`config.mk`:
```
export PLATFORM = sky130hd
export DESIGN_NAME = input_port_buffer_flat
export DESIGN_NICKNAME = d
export VERILOG_FILES = /design/src/rtl/noc_pkg.sv /design/src/rtl/input_port_buffer_if.sv /design/src/rtl/flit_fifo.sv /design/src/rtl/input_port_buffer.sv /design/src/flat_wrapper.sv
export SDC_FILE = /design/constraint.sdc
export NUM_CORES = 1
export LEC_CHECK = 0
export ABC_AREA = 0
export BUFFER_PORTS_ARGS = -buffer_cell sky130_fd_sc_hd__buf_2
export CAP_MARGIN = 0
export CORE_MARGIN = 4
export CORE_UTILIZATION = 59
export CTS_CLUSTER_DIAMETER = 200
export CTS_CLUSTER_SIZE = 10
export DETAILED_ROUTE_END_ITERATION = 8
export PLACE_DENSITY = 0.78
export SETUP_SLACK_MARGIN = 0.05
export SYNTH_ARGS = -nofsm -noshare
export SYNTH_HDL_FRONTEND = slang
export SYNTH_HIERARCHICAL = 1
export SYNTH_SLANG_ARGS = --single-unit
```
`constraint.sdc`:
```
create_clock -name clk -period 5.26 [get_ports clk]
set_input_delay 0.263 -clock clk [delete_from_list [all_inputs] [get_ports clk]]
set_output_delay 0.263 -clock clk [all_outputs]
set_load 0.03 [all_outputs]
```
`src/rtl/noc_pkg.sv`:
```
// Shared NoC router definitions: flit id encodings, field positions and the
// input-port framing FSM state type.
package noc_pkg;

  localparam int unsigned FlitDataWidth = 32;
  localparam int unsigned IdWidth       = 3;
  localparam int unsigned LenLsb        = 0;
  localparam int unsigned LenWidth      = 12;

  localparam logic [IdWidth-1:0] FlitNone   = 3'b000;
  localparam logic [IdWidth-1:0] FlitHeader = 3'b001;
  localparam logic [IdWidth-1:0] FlitBody   = 3'b010;
  localparam logic [IdWidth-1:0] FlitTail   = 3'b100;

  typedef enum logic [1:0] {
    StIdle,
    StReq,
    StXfer
  } ipb_state_e;

endpackage

```
`src/rtl/input_port_buffer_if.sv`:
```
// Link, crossbar and arbiter-facing signals of one router input port.
interface input_port_buffer_if #(
  parameter int unsigned DATA_WIDTH = noc_pkg::FlitDataWidth
);
  logic [DATA_WIDTH-1:0]        in_flit;
  logic                         in_valid;
  logic                         in_ready;
  logic                         grant;
  logic                         out_ready;
  logic [DATA_WIDTH-1:0]        out_flit;
  logic                         out_valid;
  logic [noc_pkg::IdWidth-1:0]  flit_id;
  logic [noc_pkg::LenWidth-1:0] length;
  logic                         req;
  logic                         err;

  // Upstream link plus arbiter/crossbar side.
  modport master (
    output in_flit, in_valid, grant, out_ready,
    input  in_ready, out_flit, out_valid, flit_id, length, req, err
  );

  // The input port buffer itself.
  modport slave (
    input  in_flit, in_valid, grant, out_ready,
    output in_ready, out_flit, out_valid, flit_id, length, req, err
  );
endinterface

```
`src/rtl/flit_fifo.sv`:
```
// Circular flit FIFO with registered head; no write-to-read bypass.
module flit_fifo
  import noc_pkg::*;
#(
  parameter int unsigned DEPTH      = 8,
  parameter int unsigned DATA_WIDTH = FlitDataWidth
) (
  input  logic                  clk,
  input  logic                  rst,
  input  logic                  push,
  input  logic                  pop,
  input  logic [DATA_WIDTH-1:0] wdata,
  output logic [DATA_WIDTH-1:0] rdata,
  output logic                  full,
  output logic                  empty
);

  localparam int unsigned PtrW = $clog2(DEPTH);
  localparam logic [PtrW:0] CountFull = (PtrW + 1)'(DEPTH);

  logic [DATA_WIDTH-1:0] mem_q [DEPTH];
  logic [PtrW-1:0]       wr_ptr_q, rd_ptr_q;
  logic [PtrW:0]         count_q;
  logic                  do_push, do_pop;

  assign do_push = push && !full;
  assign do_pop  = pop && !empty;

  always_ff @(posedge clk or negedge rst) begin
    if (!rst) begin
      wr_ptr_q <= '0;
      rd_ptr_q <= '0;
      count_q  <= '0;
    end else begin
      if (do_push) wr_ptr_q <= wr_ptr_q + 1'b1;
      if (do_pop)  rd_ptr_q <= rd_ptr_q + 1'b1;
      if (do_push && !do_pop) begin
        count_q <= count_q + 1'b1;
      end else if (!do_push && do_pop) begin
        count_q <= count_q - 1'b1;
      end
    end
  end

  // Storage needs no reset: the pointers and count define what is valid.
  always_ff @(posedge clk) begin
    if (do_push) mem_q[wr_ptr_q] <= wdata;
  end

  assign rdata = mem_q[rd_ptr_q];
  assign full  = (count_q == CountFull);
  assign empty = (count_q == '0);

endmodule

```
`src/rtl/input_port_buffer.sv`:
```
// Router input stage: buffers flits, frames packets and requests/forwards
// them through the port arbiter and crossbar.
module input_port_buffer
  import noc_pkg::*;
#(
  parameter int unsigned DATA_WIDTH = FlitDataWidth,
  parameter int unsigned DEPTH      = 8
) (
  input logic                 clk,
  input logic                 rst,
  input_port_buffer_if.slave  bus
);

  logic [DATA_WIDTH-1:0] head;
  logic [IdWidth-1:0]    head_id;
  logic                  full, empty, push, pop;
  logic                  fwd_valid, drop, err;
  ipb_state_e            state_q, state_d;
  logic [LenWidth-1:0]   length_q, length_d;

  assign push    = bus.in_valid && !full;
  assign head_id = head[DATA_WIDTH-1 -: IdWidth];
  assign pop     = drop || (fwd_valid && bus.out_ready);

  flit_fifo #(
    .DEPTH      (DEPTH),
    .DATA_WIDTH (DATA_WIDTH)
  ) u_fifo (
    .clk   (clk),
    .rst   (rst),
    .push  (push),
    .pop   (pop),
    .wdata (bus.in_flit),
    .rdata (head),
    .full  (full),
    .empty (empty)
  );

  always_ff @(posedge clk or negedge rst) begin
    if (!rst) begin
      state_q  <= StIdle;
      length_q <= '0;
    end else begin
      state_q  <= state_d;
      length_q <= length_d;
    end
  end

  always_comb begin
    state_d   = state_q;
    length_d  = length_q;
    fwd_valid = 1'b0;
    drop      = 1'b0;
    err       = 1'b0;
    case (state_q)
      StIdle: begin
        if (!empty) begin
          if (head_id == FlitHeader) begin
            state_d  = StReq;
            length_d = head[LenLsb +: LenWidth];
          end else begin
            drop = 1'b1;
            err  = 1'b1;
          end
        end
      end
      StReq: begin
        // The head is always the registered header here.
        fwd_valid = bus.grant && !empty;
        if (fwd_valid && bus.out_ready) state_d = StXfer;
      end
      StXfer: begin
        fwd_valid = bus.grant && !empty;
        if (fwd_valid && bus.out_ready) begin
          if (head_id == FlitTail) begin
            state_d = StIdle;
          end else if (head_id != FlitBody) begin
            // Stray header or bad id inside a packet: flag once, forward as data.
            err = 1'b1;
          end
        end
      end
      default: state_d = StIdle;
    endcase
  end

  assign bus.in_ready  = !full;
  assign bus.out_flit  = head;
  assign bus.out_valid = fwd_valid;
  assign bus.flit_id   = empty ? FlitNone : head_id;
  assign bus.length    = length_q;
  assign bus.req       = (state_q != StIdle);
  assign bus.err       = err;

endmodule

```
`src/flat_wrapper.sv`:
```
// flat-port wrapper written by rule: the top's interface ports become plain ports
module input_port_buffer_flat import noc_pkg::*;
#(
  parameter int unsigned DATA_WIDTH = FlitDataWidth,
  parameter int unsigned DEPTH      = 8
)
  (clk, rst, bus_in_flit, bus_in_valid, bus_grant, bus_out_ready, bus_in_ready, bus_out_flit, bus_out_valid, bus_flit_id, bus_length, bus_req, bus_err);
  input_port_buffer_if #(.DATA_WIDTH(DATA_WIDTH)) bus_i ();
  input logic clk;
  input logic rst;
  input wire logic [$bits(bus_i.in_flit)-1:0] bus_in_flit;
  input wire logic [$bits(bus_i.in_valid)-1:0] bus_in_valid;
  input wire logic [$bits(bus_i.grant)-1:0] bus_grant;
  input wire logic [$bits(bus_i.out_ready)-1:0] bus_out_ready;
  output wire logic [$bits(bus_i.in_ready)-1:0] bus_in_ready;
  output wire logic [$bits(bus_i.out_flit)-1:0] bus_out_flit;
  output wire logic [$bits(bus_i.out_valid)-1:0] bus_out_valid;
  output wire logic [$bits(bus_i.flit_id)-1:0] bus_flit_id;
  output wire logic [$bits(bus_i.length)-1:0] bus_length;
  output wire logic [$bits(bus_i.req)-1:0] bus_req;
  output wire logic [$bits(bus_i.err)-1:0] bus_err;
  assign bus_i.in_flit = bus_in_flit;
  assign bus_i.in_valid = bus_in_valid;
  assign bus_i.grant = bus_grant;
  assign bus_i.out_ready = bus_out_ready;
  assign bus_in_ready = bus_i.in_ready;
  assign bus_out_flit = bus_i.out_flit;
  assign bus_out_valid = bus_i.out_valid;
  assign bus_flit_id = bus_i.flit_id;
  assign bus_length = bus_i.length;
  assign bus_req = bus_i.req;
  assign bus_err = bus_i.err;
  input_port_buffer #(.DATA_WIDTH(DATA_WIDTH), .DEPTH(DEPTH)) u_core (.clk(clk), .rst(rst), .bus(bus_i));
endmodule
```
After elaboration in Yosys (flattened, before gate mapping)
Memory sizes are Yosys's and may differ from the RTL's.
Index checks and enable logic that the tools add are counted.
W data, S select, Z words.
{ "word_totals": {"reg_bits": 24, "ramBits": 256, "inputBits": 37, "output_inout_bits": 51, "mem_count": 1} }
{ "op_classes": {"n_addsub": 4, "eq_ne": 11, "mux": 19, "bitwise_logic": 1, "n_reduce_logical": 20} }
{ "memory_table": {"columns": ["memory", "depth", "word_bits", "rd", "rd_ports_with_merged_regs", "write_ports", "line", "rtl"], "rows": [
  ["u_core.u_fifo.mem_q", 8, 32, 1, 0, 1, "flit_fifo.sv:21", "logic [DATA_WIDTH-1:0] mem_q [DEPTH];"]
]} }
{ "op_table": {"columns": ["operator", "count"], "rows": [
  ["$mux W2", 5],
  ["$mux W1", 9],
  ["$logic_and A1 B1 Y1", 8],
  ["$mux W4", 2],
  ["$ne A2 B1 Y1 const B", 4],
  ["$add A3 B1 Y3 const B", 2],
  ["$pmux W2 S3", 1],
  ["$reduce_and A5 Y1", 1],
  ["$add A4 B1 Y4 const B", 1],
  ["$eq A4 B4 Y1 const B", 1],
  ["$logic_not A1 Y1", 4],
  ["$logic_not A4 Y1", 1],
  ["$reduce_bool A2 Y1", 2],
  ["$sub A4 B1 Y4 const B", 1],
  ["$eq A3 B1 Y1 const B", 1],
  ["$eq A3 B3 Y1 const B", 1],
  ["$mux W3", 1],
  ["$ne A3 B2 Y1 const B", 1],
  ["$reduce_and A3 Y1", 1],
  ["$eq A2 B1 Y1 const B", 1],
  ["$eq A2 B2 Y1 const B", 1],
  ["$logic_not A2 Y1", 1],
  ["$ne A2 B2 Y1 const B", 1],
  ["$pmux W1 S2", 1],
  ["other kinds (3)", 3]
]} }

Longest topological paths before layout
Gate-level depths: netlist of the first run.
{ "depth": {"ltp_word": 10, "mapped_depth": 14, "depth_no_buf": 12} }

Cells and area by module
The synthesis of the first run kept the hierarchy.
{ "modules_own_cells": {"columns": ["mod", "instances", "cells_per_inst", "area_each_um2"], "rows": [
  ["flit_fifo", 1, 434, 10282.4],
  ["input_port_buffer", 1, 58, 737.0]
]} }

Worst setup path after synthesis of the first run
No wires, ideal clock.
{ "synth_timing": {"path_kind": "register -> register", "start": "register u_core.u_fifo.count_q[0]", "end": "memory u_core/u_fifo/mem_q[1][0] in the netlist's numbering, enable pin", "setup_ns": 0.461, "arrival_ns": 3.300, "t_required_ns": 4.799, "slack_ns": 1.499, "stages_incl_launch_ff": 6, "period_less_slack_ns": 3.761, "path_cell_list": "dfrtp_1 > or4b_1 > inv_1 > nor2b_1 > nand3_1 > nor3_1"} }
{ "synth_between": {"elab_chain_cells": 6} }
{ "synth_rtl": {"columns": ["element", "line", "rtl"], "rows": [
  ["start: declaration", "flit_fifo.sv:23", "logic [PtrW:0] count_q;"],
  ["start signal: assignment", "flit_fifo.sv:38", "count_q <= count_q + 1'b1;"],
  ["start signal: assignment", "flit_fifo.sv:40", "count_q <= count_q - 1'b1;"],
  ["$eq A4 B4 Y1", "flit_fifo.sv:51", "assign full = (count_q == CountFull);"],
  ["named net u_core.full", "input_port_buffer.sv:16", "logic full, empty, push, pop;"],
  ["$logic_not A1 Y1", "input_port_buffer.sv:21", "assign push = bus.in_valid && !full;"],
  ["$logic_and A1 B1 Y1", "input_port_buffer.sv:21", null],
  ["named net u_core.push", "input_port_buffer.sv:16", null],
  ["$logic_and A1 B1 Y1", "flit_fifo.sv:26", "assign do_push = push && !full;"],
  ["$mux W1", "flit_fifo.sv:47", "if (do_push) mem_q[wr_ptr_q] <= wdata;"],
  ["$mux W1 (not written as such)", "flit_fifo.sv:47", null],
  ["end: declaration", "flit_fifo.sv:21", null]
]} }
The timed path passes the listed nets, and every way through them passes these cells.

Worst setup path after layout of the first run
{ "layout_timing": {"start": "register u_core.u_fifo.rd_ptr_q[0]", "end": "register u_core.u_fifo.count_q[3]"} }
{ "layout_between": {"elab_chain_cells": 10} }
{ "layout_rtl": {"columns": ["element", "line", "rtl"], "rows": [
  ["start: declaration", "flit_fifo.sv:22", "logic [PtrW-1:0] wr_ptr_q, rd_ptr_q;"],
  ["start signal: assignment", "flit_fifo.sv:36", "if (do_pop) rd_ptr_q <= rd_ptr_q + 1'b1;"],
  ["$mem_v2 Z8 W32 *", null, null],
  ["$eq A3 B1 Y1 *", "input_port_buffer.sv:58", "if (head_id == FlitHeader) begin"],
  ["$mux W1 *", "input_port_buffer.sv:58", null],
  ["$mux W1 *", "input_port_buffer.sv:57", "if (!empty) begin"],
  ["$mux W1 *", "input_port_buffer.sv:55", "case (state_q)"],
  ["$logic_or A1 B1 Y1 *", "input_port_buffer.sv:23", "assign pop = drop || (fwd_valid && bus.out_ready);"],
  ["named net u_core.pop", "input_port_buffer.sv:16", null],
  ["$logic_and A1 B1 Y1 *", "flit_fifo.sv:27", "assign do_pop = pop && !empty;"],
  ["$logic_not A1 Y1", "flit_fifo.sv:37", "if (do_push && !do_pop) begin"],
  ["$logic_and A1 B1 Y1", "flit_fifo.sv:37", null],
  ["$mux W4 or $reduce_bool A2 Y1 (tied branches)", null, null]
]} }
Mark *: on every way through the listed nets, which the timed path passes. The rest lies on a longest branch.
A chain may end at the register's enable or synchronous reset.

==> results of run 1 <==
-- layout by cell type (no fill, tap or decap), drive strengths merged, types with 2 or more instances in the layout --
cell	n
a21oi	3
xnor2	6
ha	10
or4b	2
edfxtp	256
nor2	7
clkbuf	42
nand2	7
buf	101
inv	9
nor3	4
nand3	4
nand3b	3
dlygate4sd3	33
and2b	4
mux4	64
nand2b	3
o211ai	2
dfrtp	24
mux2	49
-- through the flow --
stage	instance area, sq um	hold WS, ns	util [%]	power (uW)
floorplan	11000	-0.0326	-	5320
global placement	11800	0.301	64.9	6020
detailed placement	11800	0.312	64.9	6100
CTS	12900	0.147	71.3	7970
global route	12900	0.195	71.3	8270
finish	12900	0.159	71.3	7880
-- power groups by stage --
stage                     combinational (uW)  clock (uW)  sequential [uW]
after floorplan                         2220           0             3100
after global placement                  2910           0             3100
after detailed placement                2960           0             3130
after CTS                               3010        1860             3100
after global routing                    3180        1960             3140
final                                   2960        1820             3090
-- repair_timing --
action / CTS / global route
gates resized for setup: 0 / 0
buffers inserted: 0 / 0
hold buffers: 33 / 0
hold endpoints to repair: 280 / 0
setup endpoints to repair: 0 / 0
-- per-layer routing --
metal  up-vias  part of all wire, %  GRT usage, %
met1      2693                   41          28.2
met4         0                  1.4          3.78
met5         -                    0             0
met3        27                  7.2          4.17
met2       178                   51          34.3
li1       2323                    -             -
-- kinds of logic after synthesis --
kind of cell | synth area share (%)
fa+ha+maj | 1.32
xor+xnor | 0.556
mux | 18.5
buf+inv | 1.44
flops | 75.2
simple gates | 2.33
compound gates | 0.658
-- how the worst min path moves through the flow --
stage | start | to | slack, ns | cells past startpoint
6_report | bus_out_ready | u_core/u_fifo/rd_ptr_q[0] | 0.16 | 5
3_5_place_dp | rst | u_core/state_q[0] | 0.31 | 1
3_3_place_gp | rst | u_core/state_q[0] | 0.30 | 1
4_1_cts | bus_out_ready | u_core/u_fifo/rd_ptr_q[0] | 0.15 | 5
5_1_grt | bus_out_ready | u_core/u_fifo/rd_ptr_q[0] | 0.19 | 5
2_1_floorplan | rst | u_core/bus.length[0] | -0.03 | 0
-- worst register-to-register path, delay by kind of cell, from the launching register on --
kind / cells / cell delay (ns)
adders and majority gates: 2 / 0.74
AOI/OAI and AO/OA: 3 / 0.31
and+or+nand+nor: 4 / 0.97
muxes: 2 / 0.92
buffers and inverters: 1 / 0.14
DFF: 1 / 0.75
-- layout make-up --
type | instances | area [sq um]
Clock buffer | 42 | 817
Multi-Input combinational cell | 184 | 2630
Inverter | 8 | 30.0
Clock inverter | 1 | 20.0
Timing Repair Buffer | 134 | 871
Sequential cell | 280 | 8290
Fill cell | 1091 | 5200
Tap cell | 229 | 287
-- state kept, by name, indices dropped and copies added (netlist names) --
register / count
u_core/u_fifo/mem_q: 256
u_core/bus.length: 12
u_core/u_fifo/count_q: 4
u_core/u_fifo/rd_ptr_q: 3
u_core/u_fifo/wr_ptr_q: 3
u_core/state_q: 2
==> flow_metrics.py, run 1 <==
metrics = {
    "synth": {
        "synth-edff-count": 256,
        "synthFlopType": "edfxtp_1",
        "ys_top_cells_by_area": "edfxtp_1, mux4_2, dfrtp_1",
        "syn_inst": 492,
        "yosysTopAreaCellShare_pct": 69.8,
        "async_reset_ff_share_pct": 8.57,
        "synth-seq-cells": 280,
        "ys_types": 40,
        "yosysMostFrequentCell": "edfxtp_1",
        "synth_area_per_cell_sq_um": 22.4,
        "netlist_area_sq_um": 11000,
        "synth-seq-area-share_pct": 75.2,
        "synthesis.nets": 540,
        "yosys_warnings": 6,
        "synthTopCellsByCount": "edfxtp_1, mux4_2, mux2_2",
        "yosysTopAreaCell": "edfxtp_1",
    },
    "grt": {
        "grt_overflow_total": 0,
        "grt_antenna_before_repair": 0,
        "grt_max_degree": 33,
        "grt_pass1_wl_mm": 31.8,
        "grt_pass1_vias": 5540,
        "grt_usage_pct": 20.3,
    },
    "pwr": {
        "combPwrFrac_pct": 37.6,
        "vdd_drop_max_mv": 0.440,
        "p_int_uw": 5160,
        "p_switching_uw": 2720,
        "switching_share_pct": 34.5,
        "seq_power_share_pct": 39.2,
        "power_density_nw_per_um2": 609,
        "clockPowerShare_pct": 23.1,
        "p_leak_uw": 0.00446,
    },
    "clocking": {
        "clock-sinks": 280,
        "cts_tree": "done",
        "cts-htree-levels": 1,
        "clk_latency_ns": 0.56,
        "root_buffer": "clkbuf_16",
        "path_clk_slew_ns": 0.06,
        "cts_made_buffers": 31,
        "clk_path_buf_depth": 3,
    },
    "place": {
        "dp.cells": 802,
        "numPortBuffers": 87,
        "gp_congestion": 0.746,
        "hpwl_mm": 11.3,
        "place_ws_ns": 1.32,
    },
    "layout": {
        "final_layout_size_suffix_gt1_share_pct": 39.3,
        "diodes": 0,
        "fin_nets": 687,
        "layout.cells.non_filler": 878,
        "area_delta_synth_final_pct": 17.5,
    },
    "critical_path": {
        "reg2reg_to": "u_core/u_fifo/count_q[3]",
        "ff2ff_setup_slack_ns": 1.32,
        "critPathArrivalTime_ns": 4.36,
        "critical_path_class": "reg2reg",
        "critical_path.top_delay_family": "simple AND/OR/NAND/NOR gates",
        "start_kind": "register",
        "critPathMaxStageDelay_ns": 0.75,
        "critPathSlowestCell": "dfrtp_4",
        "timing.rr.start": "u_core/u_fifo/rd_ptr_q[0]",
        "path_cells": "mux4_2, mux2_2, nor3b_1, nand2b_1, nand2_1, o41ai_2, ha_1, inv_1, ha_1, or4_1, o211ai_1, o211ai_1",
        "crit_path_end": "u_core/u_fifo/count_q[3]",
        "cp_num_cells": 12,
        "timing.critical_path.from": "u_core/u_fifo/rd_ptr_q[0]",
        "worstPathMaxFanout": 26,
        "crit_buf_inv": 1,
        "required_ns": 5.68,
        "worstSetupEndpointType": "register",
        "rr_worst_depth": 12,
    },
    "drt": {
        "drt_wl_total_mm": 20.6,
        "drc_errors": 0,
        "viasPerCell": 5.95,
        "detail-route-antenna-nets": 0,
        "dr.pass1.iters": 4,
        "vias": 5221,
        "initialDrtViolationCount": 332,
        "wl_per_cell_um": 23.4,
    },
    "timing": {
        "max_slew.worst_pin.slew_ns": 0.827,
        "slew_headroom_pct": 44.4,
        "drv_slew": 0,
        "final-hold-violation-count": 0,
        "skew_ns": 0.0155,
        "clock.fmax_ghz": 0.254,
        "setup_viol": 0,
        "rsz0062_at_grt": "no",
        "fin_tns_setup_ns": 0,
        "finalCritPeriodShare_pct": 75.0,
        "fin_crit_ns": 3.94,
        "worst_slack_ns": 1.32,
    },
    "worst_hold_path": {
        "hold_class": "in2reg",
    },
    "die": {
        "initial_core_util_pct": 60.7,
        "dieArea_sq_um": 20900,
        "coreArea_sq_um": 18100,
        "num_rows": 49,
        "die_w_um": 145,
        "die_h_um": 145,
        "ios": 88,
    },
    "job": {
        "max_cap_viol_count": 0,
    },
    "status": {
        "status": "finished, final reports clean",
    },
}
Note: power is estimated with default switching activity, not from simulation.
==> run 2, diff against run 1 <==
==> constraint.sdc (replaced) <==
create_clock -name clk -period 3.95 [get_ports clk]
set_input_delay 0.1975 -clock clk [delete_from_list [all_inputs] [get_ports clk]]
set_output_delay 0.1975 -clock clk [all_outputs]
set_load 0.03 [all_outputs]
==> run 2 against run 1 <==
Sequential share of layout area down 0.18 points; worst hold slack worse by 0.040 ns; critical path depth unchanged; first-iteration DRC count up 3.9%; register-to-register slack worse by 1.0 ns; non-clock buffer count down 2.
==> flow_metrics.py, run 2 (synthesized netlist as in run 1, its figures left out) <==
metrics = {
    "status": {
        "status": "finished, final reports clean",
    },
    "layout": {
        "area_delta_synth_final_pct": 17.8,
        "layout_common_cells": "edfxtp_1, buf_2, mux4_2",
        "diodes": 0,
        "multi_input_area_sq_um": 2630,
        "final_layout_size_suffix_gt1_share_pct": 38.3,
        "top_register": "u_core/u_fifo/mem_q",
        "final-seq-area_sq_um": 8290,
        "largest_reg_flops": 256,
        "layout.cells.non_filler": 890,
        "fin_nets": 685,
        "mostFrequentLayoutCell": "edfxtp_1",
        "fillCellCount": 1087,
    },
    "timing": {
        "rsz0062_at_grt": "no",
        "finalCritPeriodShare_pct": 92.8,
        "skew_ns": 0.00577,
        "setup_viol": 0,
        "worst_slack_ns": 0.284,
        "drv_slew": 0,
        "slew_headroom_pct": 25.2,
        "clock.fmax_ghz": 0.273,
        "fin_tns_setup_ns": 0,
        "max_slew.worst_pin.slew_ns": 1.12,
        "fin_crit_ns": 3.67,
        "final-hold-violation-count": 0,
    },
    "critical_path": {
        "critPathArrivalTime_ns": 4.07,
        "timing.rr.start": "u_core/u_fifo/rd_ptr_q[0]",
        "worstSetupEndpointType": "register",
        "critPathMaxStageDelay_ns": 0.52,
        "path_cells": "mux4_2, mux2_2, nor3b_1, nand2b_1, nand2_1, o41ai_2, ha_2, inv_1, ha_1, or4_1, o211ai_1, o211ai_1",
        "ff2ff_setup_slack_ns": 0.28,
        "cpMostUsedCell": "o211ai_1",
        "critical_path_class": "reg2reg",
        "required_ns": 4.35,
        "start_kind": "register",
        "critPathSlowestCell": "dfrtp_4",
        "worstPathMaxFanout": 9,
        "rr_worst_depth": 12,
        "reg2reg_to": "u_core/u_fifo/count_q[3]",
    },
    "clocking": {
        "cts_setup_buffers": 0,
        "clock-sinks": 280,
        "root_buffer": "clkbuf_16",
        "path_clk_slew_ns": 0.06,
        "clk_latency_ns": 0.53,
        "cts-htree-levels": 1,
        "clk_path_buf_depth": 3,
        "cts_tree": "done",
        "cts_made_buffers": 31,
    },
    "place": {
        "dp.cells": 800,
        "numPortBuffers": 87,
        "hpwl_mm": 11.5,
        "gp_congestion": 0.702,
        "place_ws_ns": 0.316,
    },
    "drt": {
        "vias": 5269,
        "detail-route-antenna-nets": 0,
        "wl_per_cell_um": 23.2,
        "drt_wl_total_mm": 20.7,
        "viasPerCell": 5.92,
        "dr.pass1.iters": 5,
        "drc_errors": 0,
        "initialDrtViolationCount": 345,
    },
    "grt": {
        "grt_pass1_wl_mm": 32.8,
        "grt_busiest_layer": "met2",
        "grt_max_degree": 59,
        "use_met2_pct": 35.1,
        "grt_overflow_total": 0,
        "grt_pass1_vias": 5703,
        "grt_use_met1_pct": 29.2,
        "grt_usage_pct": 20.8,
        "grt_antenna_before_repair": 0,
        "use_met3_pct": 3.61,
    },
    "pwr": {
        "p_leak_uw": 0.00446,
        "vdd_drop_max_mv": 0.597,
        "power_density_nw_per_um2": 813,
    },
    "die": {
        "coreArea_sq_um": 18100,
        "ios": 88,
        "initial_core_util_pct": 60.7,
        "dieArea_sq_um": 20900,
        "num_rows": 49,
        "die_h_um": 145,
        "die_w_um": 145,
    },
    "worst_hold_path": {
        "min_to": "u_core/u_fifo/rd_ptr_q[0]",
        "holdPathStages": 5,
        "min_from": "bus_out_ready",
        "hold_class": "in2reg",
    },
    "job": {
        "max_cap_viol_count": 0,
    },
}
## run 2: cell count changes in the layout (fill, tap and decap cells not counted), sizes merged
cell    previous run  this run
inv                9         8
buf              101        99
clkbuf            42        57
## run 2: power breakdown
part	leakage (uW)	internal, uW	switching [uW]
clock network	0.000413	1460	1020
logic	0.00144	1670	2380
registers	0.00261	3800	232
## run 2: how the worst max path moves through the flow
stage / from / endpoint / slack [ns]
after floorplan: u_core/u_fifo/count_q[0] / u_core/u_fifo/mem_q[1][0] / 0.19
after global placement: u_core/u_fifo/rd_ptr_q[0] / u_core/u_fifo/count_q[3] / 0.43
after detailed placement: u_core/u_fifo/rd_ptr_q[0] / u_core/u_fifo/count_q[3] / 0.32
after CTS: u_core/u_fifo/rd_ptr_q[0] / u_core/u_fifo/count_q[3] / 0.29
after global routing: u_core/u_fifo/rd_ptr_q[0] / u_core/u_fifo/count_q[3] / 0.08
final: u_core/u_fifo/rd_ptr_q[0] / u_core/u_fifo/count_q[3] / 0.28
## run 2: layer usage
metal  routed length [um]  vias to the layer above
met1                 8260                     2702
met5                    0                        -
met4                  346                        0
met3                 1510                       35
met2                10600                      193
li1                     -                     2339
## run 2: what timing repair did
action | in CTS | in global routing
hold endpoints to repair | 280 | 0
setup endpoints to repair | 0 | 1
hold buffers | 33 | 0
gates resized for setup | 0 | 1
## run 2: layout make-up
cell class	count	share of cell area, %
Tap cell	229	2.21
Sequential cell	280	63.9
Multi-Input combinational cell	184	20.3
Clock buffer	57	6.73
Timing Repair Buffer	132	6.69
Inverter	8	0.231
## run 2: per-stage QoR
stage               util, %  power [uW]  instance area (sq um)  hold WS, ns
finish                 71.5       10600                  13000        0.118
global route           71.5       11100                  13000        0.145
CTS                    71.5       10700                  13000       0.0971
detailed placement     64.9        8140                  11800        0.259
global placement       64.9        8010                  11800        0.257
floorplan                 -        7080                  11000      -0.0981
## run 2: critical path, delay by kind of cell, from the launching register on
kind | cells | cell delay [ns]
AOI/OAI and AO/OA | 3 | 0.32
adders and majority gates | 2 | 0.72
buffers and inverters | 1 | 0.12
DFF | 1 | 0.52
muxes | 2 | 0.84
and+or+nand+nor | 4 | 1.01
==> run 3, diff against run 2 <==
--- a/config.mk
+++ b/config.mk
@@ -9,11 +9,12 @@
 export BUFFER_PORTS_ARGS = -buffer_cell sky130_fd_sc_hd__buf_2
 export CAP_MARGIN = 0
 export CORE_MARGIN = 4
-export CORE_UTILIZATION = 59
+export CORE_UTILIZATION = 35
 export CTS_CLUSTER_DIAMETER = 200
 export CTS_CLUSTER_SIZE = 10
 export DETAILED_ROUTE_END_ITERATION = 8
-export PLACE_DENSITY = 0.78
+export MAX_ROUTING_LAYER = met4
+export PLACE_DENSITY = 0.5
 export SETUP_SLACK_MARGIN = 0.05
 export SYNTH_ARGS = -nofsm -noshare
 export SYNTH_HDL_FRONTEND = slang
==> constraint.sdc (replaced) <==
create_clock -name clk -period 3.6 [get_ports clk]
set_input_delay 0.18 -clock clk [delete_from_list [all_inputs] [get_ports clk]]
set_output_delay 0.18 -clock clk [all_outputs]
set_load 0.03 [all_outputs]
==> run 3 against run 2 <==
Global-route usage down 6.6 points; worst hold slack worse by 0.037 ns; cell area up 2.4%; register-to-register slack worse by 0.08 ns; utilization down 28 points; power up 11%; final cell count up 19%.
==> flow_metrics.py, run 3 (synthesized netlist as in run 1, its figures left out) <==
metrics = {
    "critical_path": {
        "start_kind": "register",
        "rr_worst_depth": 12,
        "critical_path_class": "reg2reg",
        "reg2reg_to": "u_core/u_fifo/count_q[3]",
        "timing.rr.start": "u_core/u_fifo/rd_ptr_q[0]",
        "critPathSlowestCell": "mux4_2",
        "ff2ff_setup_slack_ns": 0.21,
        "worstSetupEndpointType": "register",
        "critPathMaxStageDelay_ns": 0.52,
        "worstPathMaxFanout": 7,
        "critPathArrivalTime_ns": 3.82,
        "path_cells": "mux4_2, mux2_4, nor3b_2, nand2b_4, nand2_1, o41ai_2, ha_2, inv_2, ha_2, or4_1, o211ai_1, o211ai_1",
        "required_ns": 4.02,
    },
    "layout": {
        "top_register": "u_core/u_fifo/mem_q",
        "layout_common_cells": "edfxtp_1, buf_2, mux4_2",
        "final_layout_size_suffix_gt1_share_pct": 41.1,
        "fillCellCount": 2673,
        "multi_input_area_sq_um": 2680,
        "mostFrequentLayoutCell": "edfxtp_1",
        "fin_nets": 698,
        "largest_reg_flops": 256,
        "final-seq-area_sq_um": 8300,
        "final_core_util_pct": 43.1,
        "area_delta_synth_final_pct": 20.7,
        "layout.cells.non_filler": 1058,
    },
    "timing": {
        "setup_viol": 0,
        "slew_headroom_pct": 47.1,
        "rsz0062_at_grt": "no",
        "finalCritPeriodShare_pct": 94.3,
        "worst_slack_ns": 0.207,
        "clock.fmax_ghz": 0.295,
        "drv_slew": 0,
        "fin_crit_ns": 3.39,
        "skew_ns": 0.0154,
        "fin_tns_setup_ns": 0,
        "max_slew.worst_pin.slew_ns": 0.793,
        "final-hold-violation-count": 0,
    },
    "grt": {
        "grt_pass1_wl_mm": 35.6,
        "grt_pass1_vias": 5822,
        "grt_antenna_before_repair": 1,
        "grt_overflow_total": 0,
        "grt_usage_pct": 14.2,
        "grt_max_degree": 51,
    },
    "clocking": {
        "cts_tree": "done",
        "cts_made_buffers": 31,
        "clock-sinks": 280,
        "clk_latency_ns": 0.55,
        "path_clk_slew_ns": 0.06,
        "clk_path_buf_depth": 3,
        "cts-htree-levels": 1,
        "root_buffer": "clkbuf_16",
    },
    "drt": {
        "vias": 5242,
        "detail-route-antenna-nets": 0,
        "drc_errors": 0,
        "drt_wl_total_mm": 23.2,
        "dr.pass1.iters": 4,
        "wl_per_cell_um": 21.9,
        "initialDrtViolationCount": 323,
        "viasPerCell": 4.95,
    },
    "die": {
        "initial_core_util_pct": 35.7,
        "num_rows": 64,
        "dieArea_sq_um": 34400,
        "coreArea_sq_um": 30800,
        "die_w_um": 185,
        "ios": 88,
        "die_h_um": 185,
    },
    "place": {
        "dp.cells": 975,
        "place_ws_ns": 0.0586,
        "gp_congestion": 0.704,
        "numPortBuffers": 87,
        "hpwl_mm": 13.4,
    },
    "pwr": {
        "p_leak_uw": 0.00454,
        "vdd_drop_max_mv": 0.404,
        "power_density_nw_per_um2": 884,
    },
    "worst_hold_path": {
        "min_from": "bus_out_ready",
        "min_to": "u_core/u_fifo/rd_ptr_q[0]",
        "holdPathStages": 5,
        "hold_class": "in2reg",
    },
    "status": {
        "status": "finished, final reports clean",
    },
    "job": {
        "max_cap_viol_count": 0,
    },
}
run 3: cell count changes in the layout (fill, tap and decap cells not counted), sizes merged:
| cell | before | now |
|---|---|---|
| clkbuf | 57 | 43 |
| inv | 8 | 9 |
| diode | 0 | 1 |
| buf | 99 | 112 |
run 3: how the worst max path moves through the flow:
stage / from / to / slack, ns / cells after the start
finish: u_core/u_fifo/rd_ptr_q[0] / u_core/u_fifo/count_q[3] / 0.21 / 12
global route: u_core/u_fifo/rd_ptr_q[0] / u_core/u_fifo/count_q[3] / 0.06 / 12
CTS: u_core/u_fifo/rd_ptr_q[0] / u_core/u_fifo/count_q[3] / 0.05 / 12
detailed placement: u_core/u_fifo/rd_ptr_q[0] / u_core/u_fifo/count_q[3] / 0.06 / 12
global placement: u_core/u_fifo/rd_ptr_q[0] / u_core/u_fifo/count_q[3] / 0.16 / 12
floorplan: u_core/u_fifo/rd_ptr_q[0] / u_core/u_fifo/count_q[3] / 0.08 / 14
run 3: through the flow:
step | power, uW | hold WS [ns] | area [sq um]
2_1_floorplan | 7810 | -0.116 | 11000
3_3_place_gp | 9060 | 0.262 | 12100
3_5_place_dp | 9150 | 0.284 | 12100
4_1_cts | 11900 | 0.0680 | 13200
5_1_grt | 12400 | 0.130 | 13300
6_report | 11800 | 0.0817 | 13300
run 3: area by class of cell:
class / instances / share of cell area (%)
Antenna cell: 1 / 0.0188
Clock buffer: 43 / 6.17
Clock inverter: 1 / 0.0659
Inverter: 8 / 0.226
Multi-Input combinational cell: 184 / 20.1
Sequential cell: 280 / 62.4
Tap cell: 396 / 3.73
Timing Repair Buffer: 145 / 7.27
run 3: where the power goes:
part	total, uW	internal [uW]	switching (uW)
sequential	4460	4170	294
combinational	4620	1930	2690
clock	2680	1550	1130
total	11800	7650	4110
run 3: timing repair:
item,4_1_cts,5_1_grt
buffers inserted,0,5
setup endpoints to repair,0,1
hold buffers,33,0
endpoints found under the hold margin,280,0
resized for setup,0,5
run 3: worst max-delay path, delay by kind of cell, from the launching register on:
kind	cells	cell delay (ns)
adder cells (fa/ha/maj)	2	0.65
multiplexers	2	0.84
buffers and inverters	1	0.07
AO/OA/AOI/OAI	3	0.32
flip-flops	1	0.48
AND/OR/NAND/NOR	4	0.91
run 3: layer usage:
layer / global-route usage, % / vias up / part of all wire [%]
met5: - / - / 0
li1: - / 2353 / -
met1: 18.9 / 2747 / 44
met4: 3.17 / 0 / 1.8
met3: 2.04 / 32 / 3.6
met2: 23.3 / 110 / 50
